$ cat config.mk
export PLATFORM = sky130hd
export DESIGN_NAME = step_sequencer
export DESIGN_NICKNAME = d
export VERILOG_FILES = /design/src/rtl/step_sequencer.sv
export SDC_FILE = /design/constraint.sdc
export NUM_CORES = 1
export LEC_CHECK = 0
export BUFFER_PORTS_ARGS = -buffer_cell sky130_fd_sc_hd__buf_2
export CAP_MARGIN = 20
export CORE_MARGIN = 2
export CORE_UTILIZATION = 65
export CTS_BUF_LIST = sky130_fd_sc_hd__clkbuf_8
export DETAILED_ROUTE_END_ITERATION = 16
export GPL_ROUTABILITY_DRIVEN = 0
export HOLD_SLACK_MARGIN = 0.02
export PLACE_DENSITY = 0.83
export SLEW_MARGIN = 20
export SYNTH_ARGS = -nofsm -noshare
export SYNTH_HDL_FRONTEND = slang
export SYNTH_SLANG_ARGS = --single-unit
$ cat constraint.sdc
create_clock -name clk -period 4.6 [get_ports clk]
set_clock_uncertainty 0.2 [all_clocks]
set_input_delay 0.23 -clock clk [delete_from_list [all_inputs] [get_ports clk]]
set_output_delay 0.23 -clock clk [all_outputs]
set_load 0.01 [all_outputs]
$ cat src/rtl/step_sequencer.sv
// Tempo-driven step sequencer that produces the note index for the note mux.
// It supports play/pause, restart, looping and an end-of-step mute gap.
module step_sequencer #(
  parameter int unsigned TICKS_PER_STEP = 12_500_000,
  parameter int unsigned GAP_TICKS      = 625_000,
  parameter int unsigned LAST_STEP      = 194
) (
  input  logic       clk,
  input  logic       rst,
  input  logic       play,
  input  logic       restart,
  input  logic       loop,
  output logic [7:0] sel,
  output logic       mute,
  output logic       step_strobe,
  output logic       done
);

  localparam int unsigned         TICK_W    = $clog2(TICKS_PER_STEP);
  localparam logic [TICK_W-1:0]   TICK_LAST = TICK_W'(TICKS_PER_STEP - 1);
  localparam int unsigned         MUTE_FROM = TICKS_PER_STEP - GAP_TICKS;
  localparam logic [7:0]          SEL_LAST  = 8'(LAST_STEP);

  typedef enum logic [1:0] {
    IDLE  = 2'd0,
    PLAY  = 2'd1,
    PAUSE = 2'd2,
    DONE  = 2'd3
  } state_e;

  state_e            state_q, state_d;
  logic [TICK_W-1:0] tick_q, tick_d;
  logic [7:0]        sel_q, sel_d;
  logic              step_strobe_q, step_strobe_d;
  logic              done_q, done_d;

  always_comb begin
    state_d       = state_q;
    tick_d        = tick_q;
    sel_d         = sel_q;
    step_strobe_d = 1'b0;

    if (restart) begin
      sel_d   = 8'd0;
      tick_d  = '0;
      state_d = play ? PLAY : IDLE;
    end else begin
      case (state_q)
        IDLE: begin
          if (play) begin
            state_d = PLAY;
            tick_d  = '0;
            sel_d   = 8'd0;
          end
        end
        PLAY: begin
          // Pausing wins over a step boundary on the same edge; tick stays put.
          if (!play) begin
            state_d = PAUSE;
          end else if (tick_q == TICK_LAST) begin
            tick_d = '0;
            if (sel_q < SEL_LAST) begin
              sel_d         = sel_q + 8'd1;
              step_strobe_d = 1'b1;
            end else if (loop) begin
              sel_d         = 8'd0;
              step_strobe_d = 1'b1;
            end else begin
              state_d = DONE;
              sel_d   = SEL_LAST;
            end
          end else begin
            tick_d = tick_q + TICK_W'(1);
          end
        end
        PAUSE: begin
          if (play) begin
            state_d = PLAY;
          end
        end
        DONE: begin
          sel_d = SEL_LAST;
        end
        default: begin
          state_d = IDLE;
        end
      endcase
    end

    done_d = (state_d == DONE);
  end

  always_ff @(posedge clk) begin
    if (rst) begin
      state_q       <= IDLE;
      tick_q        <= '0;
      sel_q         <= 8'd0;
      step_strobe_q <= 1'b0;
      done_q        <= 1'b0;
    end else begin
      state_q       <= state_d;
      tick_q        <= tick_d;
      sel_q         <= sel_d;
      step_strobe_q <= step_strobe_d;
      done_q        <= done_d;
    end
  end

  // Mute is decoded straight from the registers so it changes with sel.
  assign mute        = (state_q != PLAY) || (32'(tick_q) >= MUTE_FROM);
  assign sel         = sel_q;
  assign step_strobe = step_strobe_q;
  assign done        = done_q;

endmodule
* Word level (Yosys, flattened, before mapping) *
Cells that the tools add are included.

operators by class
  add/subtract/negate cells = 2
  order comparisons = 2
  equality and inequality tests = 9
  mux-type cells = 20
  bitwise gates (word level) = 3
  reduce and logical (&&, ||, !) cells = 9

operators by type and width
  cell                                                                      count
  24-bit 2-to-1 mux                                                         3
  24-bit one-hot mux with 2 select lines                                    1
  8-bit 2-to-1 mux                                                          5
  24-bit by 1-bit adder with 24-bit output (second input constant)          1
  24-bit equality test (second input constant)                              1
  24-bit greater-or-equal comparator (second input constant)                1
  8-bit one-hot mux with 3 select lines                                     1
  2-bit 2-to-1 mux                                                          6
  8-bit by 1-bit adder with 8-bit output (second input constant)            1
  8-bit less-than comparator (second input constant)                        1
  2-bit equality test (second input constant)                               3
  2-bit inequality test (second input constant)                             3
  5-bit OR reduction                                                        1
  2-bit one-hot mux with 2 select lines                                     1
  4-bit AND reduction                                                       1
  2-bit OR reduction                                                        2
  1-bit 2-to-1 mux                                                          3
  1-bit NOT                                                                 3
  3-bit AND reduction                                                       1
  3-bit nonzero test                                                        1
  2-bit by 1-bit equality test with 1-bit output (second input constant)    1
  2-bit zero test                                                           1
  2-bit by 1-bit inequality test with 1-bit output (second input constant)  1
  2-bit nonzero test                                                        1
  1-bit logical OR                                                          1

storage, ports and cells
  register bits = 36
  bits of input ports = 5
  output and inout port bits = 11
  logic and storage cells = 50

* Logic depth before layout (Yosys ltp) *
Gate-level depths: netlist of the first run.

  depth after elaboration = 7
  gate-level depth with buffers = 9

* Least setup slack after synthesis of the first run *
No wires, ideal clock.

  path kind = flip-flop to flip-flop
  start = register state_q[1]
  end = register tick_q[20]
  setup time = 0.117 ns
  arrival = 1.969 ns
  data required time = 4.283 ns
  path slack = 2.314 ns
  stages on the path, launching flop included = 10
  path buffers = 2
  period minus slack after synthesis = 2.286 ns
  cells stage by stage = dfxtp_1 > inv_1 > ha_1 > buf_2 > o21ai_1 > or4_1 > clkbuf_1 > nor4_1 > xnor2_1 > nor2_1

on the way
  cells in the longest elaborated chain, start to end = 3

ends and longest elaborated chain
  item                                                                               line  text
  start: declaration                                                                 31    state_e state_q, state_d;
  start signal: assignment                                                           101   state_q <= state_d;
  2-bit by 1-bit equality test with 1-bit output or 2-bit zero test (tied branches)  48    case (state_q)
  2-bit inequality test (no line) or 2-bit nonzero test (tied branches)              n/a
  3-bit AND reduction (no line)                                                      n/a
  end signal: assignment                                                             102   tick_q <= tick_d;
  end: declaration                                                                   32    logic [TICK_W-1:0] tick_q, tick_d;

Parallel ways exist; a longest one is shown, timed or not.
A chain may end at the register's enable or synchronous reset.

* Worst setup path in the final report of the first run *
Same ends and word-level chain as after synthesis.

==> results of run 1 <==
report_power, final:
group / internal (uW) / switching, uW / total [uW]
Sequential: 313 / 1.39 / 314
Clock: 119 / 115 / 234
Combinational: 12.9 / 28.0 / 40.9
per-layer routing:
metal / up-vias / global-route usage (%) / part of all wire, %
met2: 31 / 47.36 / 49
met4: 0 / 9.627 / 1.5
met5: - / 0 / 0
li1: 953 / - / -
met1: 876 / 32.04 / 46
met3: 6 / 7.036 / 3.8
sequential cells by signal (all words and copies together), names as in the netlist:
signal / count
tick_q: 24
sel: 8
state_q: 2
done: 1
step_strobe: 1
worst min path at each step:
| stage | start | endpoint | slack (ps) | cells after the start |
|---|---|---|---|---|
| 2_1_floorplan | rst | state_q[0]$_SDFF_PP0_ | 100 | 1 |
| 3_3_place_gp | rst | state_q[0]$_SDFF_PP0_ | 220 | 2 |
| 3_5_place_dp | rst | state_q[0]$_SDFF_PP0_ | 220 | 2 |
| 4_1_cts | play | step_strobe$_SDFF_PP0_ | 70 | 3 |
| 5_1_grt | play | step_strobe$_SDFF_PP0_ | 80 | 3 |
| 6_report | restart | sel[7]$_SDFFE_PP0P_ | 70 | 3 |
through the flow:
stage	total power, uW	instances	cell area [um2]	setup WS, ps	utilization [%]
CTS	594.6	311	2232	1992	73.72
global placement	360.8	302	2130	2113	70.33
finish	589.5	311	2232	2002	73.72
global route	609.0	311	2232	1806	73.72
detailed placement	361.4	302	2130	2021	70.33
floorplan	351.9	257	2068	2314	-
placed cells by master, fill, tap and decap left out, types with 4 or more instances in the layout:
cell type	count
inv_1	12
o21ai_0	16
nand2_1	13
or4_1	7
a31oi_1	4
nor4_1	7
nor2_1	31
nor3_1	11
dfxtp_1	36
ha_1	7
nand4_1	7
a21oi_1	15
clkbuf_8	6
o31ai_1	5
xnor2_1	14
buf_2	15
nand3_1	11
worst max-delay path, delay by kind of cell (launching register included):
kind / cells / cell delay [ps]
and+or+nand+nor: 3 / 1130
DFF: 1 / 350
adders and majority gates: 1 / 320
AOI/OAI and AO/OA: 1 / 220
xor gates and xnor gates: 1 / 160
buffers and inverters: 1 / 90
cell type report:
class                      count  area, um2
inverter                      12      45.04
multi-input combinational    194       1226
clock buffer                   6      82.58
clock inverter                 2      10.01
timing repair buffer          17      92.59
sequential                    36      720.7
tap                           44      55.05
fill                         250      795.8
kinds of logic (layout without fill, tap and decap cells):
kind of cell,count (synthesis),count (layout),synth area share [%]
compound gates,60,60,18.51
xor+xnor,16,16,6.776
fa+ha+maj,7,7,4.235
buf+inv,27,37,5.868
flops,36,36,34.85
simple gates,111,111,29.77
what timing repair did:
item | in CTS | in global routing
resized for setup | 0 | 0
hold buffers | 1 | 0
endpoints found under the hold margin | 1 | 0
==> impl_results.md, run 1 <==
- Routed Antenna Nets: 0
- Synth warn: 0
- Arrival time worst endpoint: 2580 ps
- Total clock buffers created by CTS: 5
- Clock tree buffer depth: 2
- Initial DRC Count: 134
- Max Slew Vio Count: 0
- Vias in the first global route: 1706
- Worst Setup EP: tick_q[20]$_SDFFE_PP0P_
- TritonRoute pass-1 iters: 4
- R2r endpoint: tick_q[20]$_SDFFE_PP0P_
- Total Neg Setup Slack: 0 ps
- Average cell area after synthesis: 8.048 um2
- Cells after synthesis: 257
- RSZ-0062 raised after global routing: no
- Chip height: 60.41 um
- Worst reg-to-reg path cell count: 7
- Drt total wl: 4.420 mm
- Clock Latency Late Sink: 300 ps
- Synth cell count leaders: dfxtp_1 (36), nor2_1 (31), o21ai_0 (17)
- Main flop type after synthesis: dfxtp_1
- # IOs: 16
- CTS tree: built
- Clk sinks: 36
- IO buf count: 15
- Clock transition at the registers of the reported paths: 80 ps
- PwrDens: 264.1 nW/um2
- First-pass GRT wire length: 7.341 mm
- Count of final setup violators: 0
- Slowest stage delay, CP: 730 ps
- Crit path from: state_q[1]$_SDFF_PP0_
- Antenna violations before repair: 0
- Critical Path RT: 4580 ps
- FFs w/ async S/R, synth: 0%
- Max_slew headroom: 35.93%
- Final worst path period share: 56.49%
- Area leader, netlist: dfxtp_1
- # diodes: 0
- H-tree levels: 2
- Reg-to-Reg Start: state_q[1]$_SDFF_PP0_
- CP max FO: 10
- Min-delay worst type: input port to register
- Yosys cell types: 49
- Area of the core: 3028 um2
- Clk root buf: clkbuf_8
- VDD IR max: 204.0 uV
- Yosys top cell area share: 34.85%
- Overall Global Routing Usage: 27.02%
- Post-Synthesis Cell Area: 2068 um2
- Most common cell in the netlist: dfxtp_1
- Hold Vio Cnt, Final: 0
- Worst-path cell chain: inv_1 > ha_1 > o21ai_1 > or4_1 > nor4_1 > xnor2_1 > nor2_1
- # Max-Cap Violations: 0
- Number of synthesized register bits: 36
- Vias: 1866
- Starting Density: 68.31%
- DRC: 0
- Die area: 3649 um2
- Crit-path slowest cell: or4_1
- R2R Setup Slk: 2000 ps
- Syn Nets: 269
- Largest net degree at the start of global routing: 23
- DP HPWL: 3.098 mm
- Max frequency: 384.9 MHz
- Crit path kind: register to register
- Vias per Instance: 6.000
- Wire length per cell: 14.21 um
- Final #Nets: 278
- Post-synthesis sequential area ratio: 34.85%
- Tightest Pin Transition: 961.0 ps
- # rows: 20
- Top post-synthesis cells by area: dfxtp_1 (35%), xnor2_1 (5.9%), nor2_1 (5.6%)
- Outcome: finished clean
- Synthesis-to-finish area growth: 7.925%
- WHS: 66.22 ps
- CP endpoint kind: register
- Layout cells sized above 1: 12.36%
- CP startpoint kind: register
- Die width: 60.41 um
- Post-CTS Setup Repair Bufs: 0
- Static Leak: 0.0007609 uW
- Gr ovfl total: 0
- Min Tclk post-route: 2598 ps
- Number of synthesized flops with an enable pin: 0
Note: power is estimated with default switching activity, not from simulation.
==> run 2, diff against run 1 <==
--- a/config.mk
+++ b/config.mk
@@ -8,12 +8,12 @@
 export BUFFER_PORTS_ARGS = -buffer_cell sky130_fd_sc_hd__buf_2
 export CAP_MARGIN = 20
 export CORE_MARGIN = 2
-export CORE_UTILIZATION = 65
+export CORE_UTILIZATION = 62
 export CTS_BUF_LIST = sky130_fd_sc_hd__clkbuf_8
 export DETAILED_ROUTE_END_ITERATION = 16
 export GPL_ROUTABILITY_DRIVEN = 0
 export HOLD_SLACK_MARGIN = 0.02
-export PLACE_DENSITY = 0.83
+export PLACE_DENSITY = 0.8
 export SLEW_MARGIN = 20
 export SYNTH_ARGS = -nofsm -noshare
 export SYNTH_HDL_FRONTEND = slang
==> constraint.sdc (replaced) <==
create_clock -name clk -period 2.6 [get_ports clk]
set_clock_uncertainty 0.2 [all_clocks]
set_input_delay 0.13 -clock clk [delete_from_list [all_inputs] [get_ports clk]]
set_output_delay 0.13 -clock clk [all_outputs]
set_load 0.01 [all_outputs]
==> impl_results.md, run 2 (synthesis gave the netlist of run 1 again) <==
- Gr ovfl total: 0 (unchanged)
- WP buf/inv: 0 (was 1)
- Drt total wl: 4.507 mm (was 4.420 mm)
- Worst slack at placement: 171.3 ps (was 2021 ps)
- Layout cells sized above 1: 14.64% (was 12.36%)
- Post-CTS Setup Repair Bufs: 0 (unchanged)
- Min-delay worst type: input port to register (unchanged)
- IO buf count: 15 (unchanged)
- Critical Path RT: 2580 ps (was 4580 ps)
- CP max FO: 8 (was 10)
- Wire length per cell: 13.91 um (was 14.21 um)
- DP HPWL: 3.161 mm (was 3.098 mm)
- Finished Core Util: 75.52% (was 73.72%)
- Outcome: finished clean (unchanged)
- Final worst path period share: 92.92% (was 56.49%)
- Slowest stage delay, CP: 710 ps (was 730 ps)
- Starting Density: 66.65% (was 68.31%)
- Largest net degree at the start of global routing: 22 (was 23)
- Worst Setup EP: tick_q[20]$_SDFFE_PP0P_ (unchanged)
- H-tree levels: 2 (unchanged)
- Die width: 61.76 um (was 60.41 um)
- Crit-path slowest cell: or4_1 (unchanged)
- RSZ-0062 raised after global routing: no (unchanged)
- Max frequency: 413.9 MHz (was 384.9 MHz)
- Max Slew Vio Count: 0 (unchanged)
- CP startpoint kind: register (unchanged)
- Vias per Instance: 5.920 (was 6.000)
- DRC: 0 (unchanged)
- Area of the core: 3103 um2 (was 3028 um2)
- Worst setup margin: 184.1 ps (was 2002 ps)
- Sequential share of power: 53.2% (was 53.3%)
- Crit path kind: register to register (unchanged)
- Tightest Pin Transition: 559.0 ps (was 961.0 ps)
- Reg-to-Reg Start: tick_q[1]$_SDFFE_PP0P_ (was state_q[1]$_SDFF_PP0_)
- CTS tree: built (unchanged)
- Min Tclk post-route: 2416 ps (was 2598 ps)
- Vias in the first global route: 1730 (was 1706)
- # IOs: 16 (unchanged)
- Static Leak: 0.0008420 uW (was 0.0007609 uW)
- Clk root buf: clkbuf_8 (unchanged)
- Die area: 3814 um2 (was 3649 um2)
- Crit path from: tick_q[1]$_SDFFE_PP0P_ (was state_q[1]$_SDFF_PP0_)
- Total clock buffers created by CTS: 5 (unchanged)
- Worst reg-to-reg path cell count: 6 (was 7)
- PwrDens: 446.1 nW/um2 (was 264.1 nW/um2)
- Clock transition at the registers of the reported paths: 70 ps (was 80 ps)
- Most frequent cells in the layout: dfxtp_1 (36), nor2_1 (31), o21ai_0 (16), a21oi_1 (15), buf_2 (15) (unchanged)
- Final #Nets: 291 (was 278)
- Clock share of power: 38.8% (was 39.8%)
- Antenna violations before repair: 0 (unchanged)
- Chip height: 61.76 um (was 60.41 um)
- Worst path depth: 6 (was 7)
- # diodes: 0 (unchanged)
- Net Sw Frac: 24.06% (was 24.50%)
- Vias: 1918 (was 1866)
- CP endpoint kind: register (unchanged)
- R2r endpoint: tick_q[20]$_SDFFE_PP0P_ (unchanged)
- Switching pwr: 251.6 uW (was 144.4 uW)
- Int Power: 794.0 uW (was 445.1 uW)
- Clock tree buffer depth: 2 (unchanged)
- Initial DRC Count: 153 (was 134)
- Worst-path cell chain: ha_1 > nand4_1 > or4_1 > nor4_1 > xnor2_1 > nor2_1 (was inv_1 > ha_1 > o21ai_1 > or4_1 > nor4_1 > xnor2_1 > nor2_1)
- Clock Latency Late Sink: 290 ps (was 300 ps)
- Largest register FFs: 24 (unchanged)
- CP top delay family: simple AND/OR/NAND/NOR gates (unchanged)
- Count of final setup violators: 0 (unchanged)
- Routed Antenna Nets: 0 (unchanged)
- # Max-Cap Violations: 0 (unchanged)
- Combinational power share: 8.0% (was 6.9%)
- # rows: 20 (unchanged)
- Synthesis-to-finish area growth: 13.31% (was 7.925%)
- Arrival time worst endpoint: 2390 ps (was 2580 ps)
- Clk sinks: 36 (unchanged)
- TritonRoute pass-1 iters: 5 (was 4)
- Max_slew headroom: 62.73% (was 35.93%)
- First-pass GRT wire length: 7.576 mm (was 7.341 mm)
- Largest register by flop count: tick_q (unchanged)
- Hold Vio Cnt, Final: 0 (unchanged)
- Overall Global Routing Usage: 26.78% (was 27.02%)
- Total Neg Setup Slack: 0 ps (unchanged)
- R2R Setup Slk: 180 ps (was 2000 ps)
- Commonest non-fill, non-tap cell in the layout: dfxtp_1 (unchanged)
- VDD IR max: 305.2 uV (was 204.0 uV)
run 2: cell types whose count changed in the layout (fill, tap and decap cells not counted):
cell / change
buf_4: +10
dlygate4sd3_1: +3
clkinv_2: -2
inv_1: +2
nor4_2: -1
nor4_4: +1
run 2: through the flow:
step | hold slack, ps | total power [uW] | std cells | cell area [um2]
2_1_floorplan | -0.9342 | 622.5 | 257 | 2068
3_3_place_gp | 117.3 | 646.3 | 312 | 2205
3_5_place_dp | 114.6 | 646.9 | 312 | 2205
4_1_cts | 116.7 | 1048 | 324 | 2335
5_1_grt | 177.2 | 1082 | 324 | 2344
6_report | 115.3 | 1046 | 324 | 2344
run 2: what timing repair did:
item / 4_1_cts / 5_1_grt
endpoints found under the hold margin: 4 / 0
resized for setup: 0 / 1
setup endpoints to repair: 0 / 22
hold buffers: 4 / 0
run 2: per-layer routing:
metal / share of wire (%) / global-route usage [%] / up-vias
met3: 3.4 / 6.004 / 5
li1: - / - / 986
met2: 48 / 45.56 / 36
met5: 0 / 0 / -
met4: 1.3 / 10.03 / 0
met1: 47 / 33.12 / 891
run 2: tightest hold or removal path, stage by stage:
cell	delay (ps)
buf_2	100
nor3_1	50
a31oi_1	220
nor2_1	60
run 2: area by class of cell:
type,count,area [um2]
multi-input cells,194,1235
fillers,251,759.5
flip-flops and latches,36,720.7
repair buffers,30,197.7
clock buffers,6,82.58
well taps,44,55.05
inverters,12,45.04
clock inverters,2,7.507
run 2: power groups by stage:
stage	sequential, uW	clock (uW)	combinational (uW)
2_1_floorplan	568	0	54.5
3_3_place_gp	568	0	78.0
3_5_place_dp	569	0	78.4
4_1_cts	556	410	82.9
5_1_grt	556	433	92.7
6_report	556	406	83.5
run 2: how the worst min path moves through the flow:
stage	start	endpoint	slack [ps]	cells past startpoint
floorplan	rst	state_q[0]$_SDFF_PP0_	-0.9	1
global placement	rst	state_q[0]$_SDFF_PP0_	120	2
detailed placement	rst	state_q[0]$_SDFF_PP0_	110	2
CTS	loop	state_q[1]$_SDFF_PP0_	120	4
global route	loop	state_q[1]$_SDFF_PP0_	180	4
finish	loop	state_q[1]$_SDFF_PP0_	120	4
==> run 3, diff against run 2 <==
--- a/config.mk
+++ b/config.mk
@@ -7,6 +7,7 @@
 export LEC_CHECK = 0
 export BUFFER_PORTS_ARGS = -buffer_cell sky130_fd_sc_hd__buf_2
 export CAP_MARGIN = 20
+export CORE_ASPECT_RATIO = 0.6
 export CORE_MARGIN = 2
 export CORE_UTILIZATION = 62
 export CTS_BUF_LIST = sky130_fd_sc_hd__clkbuf_8
==> impl_results.md, run 3 (synthesis gave the netlist of run 1 again) <==
- Outcome: finished clean (unchanged)
- Crit-path slowest cell: or4_1 (unchanged)
- Clock tree buffer depth: 2 (unchanged)
- Drt total wl: 4.787 mm (was 4.507 mm)
- Wire length per cell: 14.87 um (was 13.91 um)
- Static Leak: 0.0008285 uW (was 0.0008420 uW)
- Count of final setup violators: 0 (unchanged)
- Post-CTS Setup Repair Bufs: 0 (unchanged)
- Layout cells sized above 1: 14.08% (was 14.64%)
- Worst-path cell chain: ha_1 > nand4_1 > nor4_4 > a21oi_4 > or4_1 > a21oi_1 (was ha_1 > nand4_1 > or4_1 > nor4_1 > xnor2_1 > nor2_1)
- Clk sinks: 36 (unchanged)
- Clk root buf: clkbuf_8 (unchanged)
- Tightest Pin Transition: 552.9 ps (was 559.0 ps)
- # diodes: 0 (unchanged)
- Worst reg-to-reg path cell count: 6 (unchanged)
- Initial DRC Count: 227 (was 153)
- Max_slew headroom: 62.75% (was 62.73%)
- Area of the core: 3223 um2 (was 3103 um2)
- First-pass GRT wire length: 8.197 mm (was 7.576 mm)
- Min Tclk post-route: 2451 ps (was 2416 ps)
- H-tree levels: 2 (unchanged)
- PwrDens: 451.6 nW/um2 (was 446.1 nW/um2)
- Routed Antenna Nets: 0 (unchanged)
- RSZ-0062 raised after global routing: no (unchanged)
- Total clock buffers created by CTS: 5 (unchanged)
- Max Slew Vio Count: 0 (unchanged)
- Largest net degree at the start of global routing: 23 (was 22)
- Final non-filler cell total: 322 (was 324)
- TritonRoute pass-1 iters: 6 (was 5)
- Clock transition at the registers of the reported paths: 70 ps (about the same)
- WP buf/inv: 0 (unchanged)
- Clock Latency Late Sink: 290 ps (about the same)
- Hold path depth: 3 (was 4)
- Largest register by flop count: tick_q (unchanged)
- Largest register FFs: 24 (unchanged)
- Vias per Instance: 6.127 (was 5.920)
- Min-delay worst type: input port to register (unchanged)
- Chip height: 48.74 um (was 61.76 um)
- DP HPWL: 3.365 mm (was 3.161 mm)
- Total Neg Setup Slack: 0 ps (unchanged)
- CP endpoint kind: register (unchanged)
- Vias: 1973 (was 1918)
- Starting Density: 64.17% (was 66.65%)
- Slowest stage delay, CP: 560 ps (was 710 ps)
- Worst path depth: 6 (unchanged)
- # Max-Cap Violations: 0 (unchanged)
- CP max FO: 22 (was 8)
- Critical Path RT: 2620 ps (was 2580 ps)
- Hold Vio Cnt, Final: 0 (unchanged)
- CP startpoint kind: register (unchanged)
- Most frequent cells in the layout: dfxtp_1 (36), nor2_1 (31), o21ai_0 (16), a21oi_1 (15), buf_2 (15) (unchanged)
- DRC: 0 (unchanged)
- Final worst path period share: 94.27% (was 92.92%)
- WHS: 31.83 ps (was 115.3 ps)
- VDD IR max: 362.2 uV (was 305.2 uV)
- # IOs: 16 (unchanged)
- Arrival time worst endpoint: 2470 ps (was 2390 ps)
- CP top delay family: simple AND/OR/NAND/NOR gates (unchanged)
- # rows: 16 (was 20)
- Vias in the first global route: 1603 (was 1730)
- Die width: 78.57 um (was 61.76 um)
- Gr ovfl total: 0 (unchanged)
- Die area: 3829 um2 (was 3814 um2)
- Antenna violations before repair: 0 (unchanged)
- CTS tree: built (unchanged)
- IO buf count: 15 (unchanged)
- Overall Global Routing Usage: 27.20% (was 26.78%)
- Final #Nets: 288 (was 291)
- Synthesis-to-finish area growth: 12.52% (was 13.31%)
- DP Cell Count: 311 (was 312)
- R2R Setup Slk: 150 ps (was 180 ps)
- Crit path kind: register to register (unchanged)
- Commonest non-fill, non-tap cell in the layout: dfxtp_1 (unchanged)
- Max frequency: 408.0 MHz (was 413.9 MHz)
## run 3: path summary, 6_finish.rpt
check / end / start
worst max-delay path: sel[1]$_SDFFE_PP0P_ / tick_q[0]$_SDFFE_PP0P_
worst min-delay path: step_strobe$_SDFF_PP0_ / loop
worst max register to register: sel[1]$_SDFFE_PP0P_ / tick_q[0]$_SDFFE_PP0P_
worst min register to register: tick_q[0]$_SDFFE_PP0P_ / tick_q[0]$_SDFFE_PP0P_
## run 3: per-stage QoR
| stage | total power (uW) | instance area [um2] | util (%) | worst slack [ps] |
|---|---|---|---|---|
| 6_report | 1051 | 2327 | 72.21 | 149.0 |
| 5_1_grt | 1089 | 2327 | 72.21 | 4.266 |
| 4_1_cts | 1054 | 2311 | 71.70 | 93.12 |
| 3_5_place_dp | 645.6 | 2191 | 67.97 | 114.2 |
| 3_3_place_gp | 644.2 | 2191 | 67.97 | 187.1 |
| 2_1_floorplan | 622.5 | 2068 | - | 313.8 |
## run 3: area by class of cell
class,instances,area [um2]
Clock buffer,6,82.58
Clock inverter,2,7.507
Fill cell,256,895.9
Inverter,12,45.04
Multi-Input combinational cell,194,1242
Sequential cell,36,720.7
Tap cell,45,56.30
Timing Repair Buffer,27,172.7
## run 3: layer usage
layer / global-route usage (%) / wire (um)
met5: 0 / 0
met4: 7.602 / 35
met3: 6.157 / 396
met2: 32.48 / 1858
met1: 46.24 / 2497
## run 3: tightest hold or removal path: cells and delay by family
kind	cells	cell delay [ps]
buffers and inverters	1	110
AOI/OAI and AO/OA	1	170
and+or+nand+nor	1	60
## run 3: timing repair
item | CTS | global route
endpoints found under the setup margin | 0 | 9
hold buffers | 3 | 0
resized for setup | 0 | 2
endpoints found under the hold margin | 4 | 0
## run 3: report_power, final
| group | total [uW] | switching (uW) | internal (uW) | leakage, uW |
|---|---|---|---|---|
| logic | 83.4 | 53.6 | 29.7 | 0.000484 |
| clock network | 412 | 203 | 208 | 0.0000538 |
| registers | 556 | 2.70 | 553 | 0.000290 |
| total | 1050 | 260 | 791 | 0.000828 |
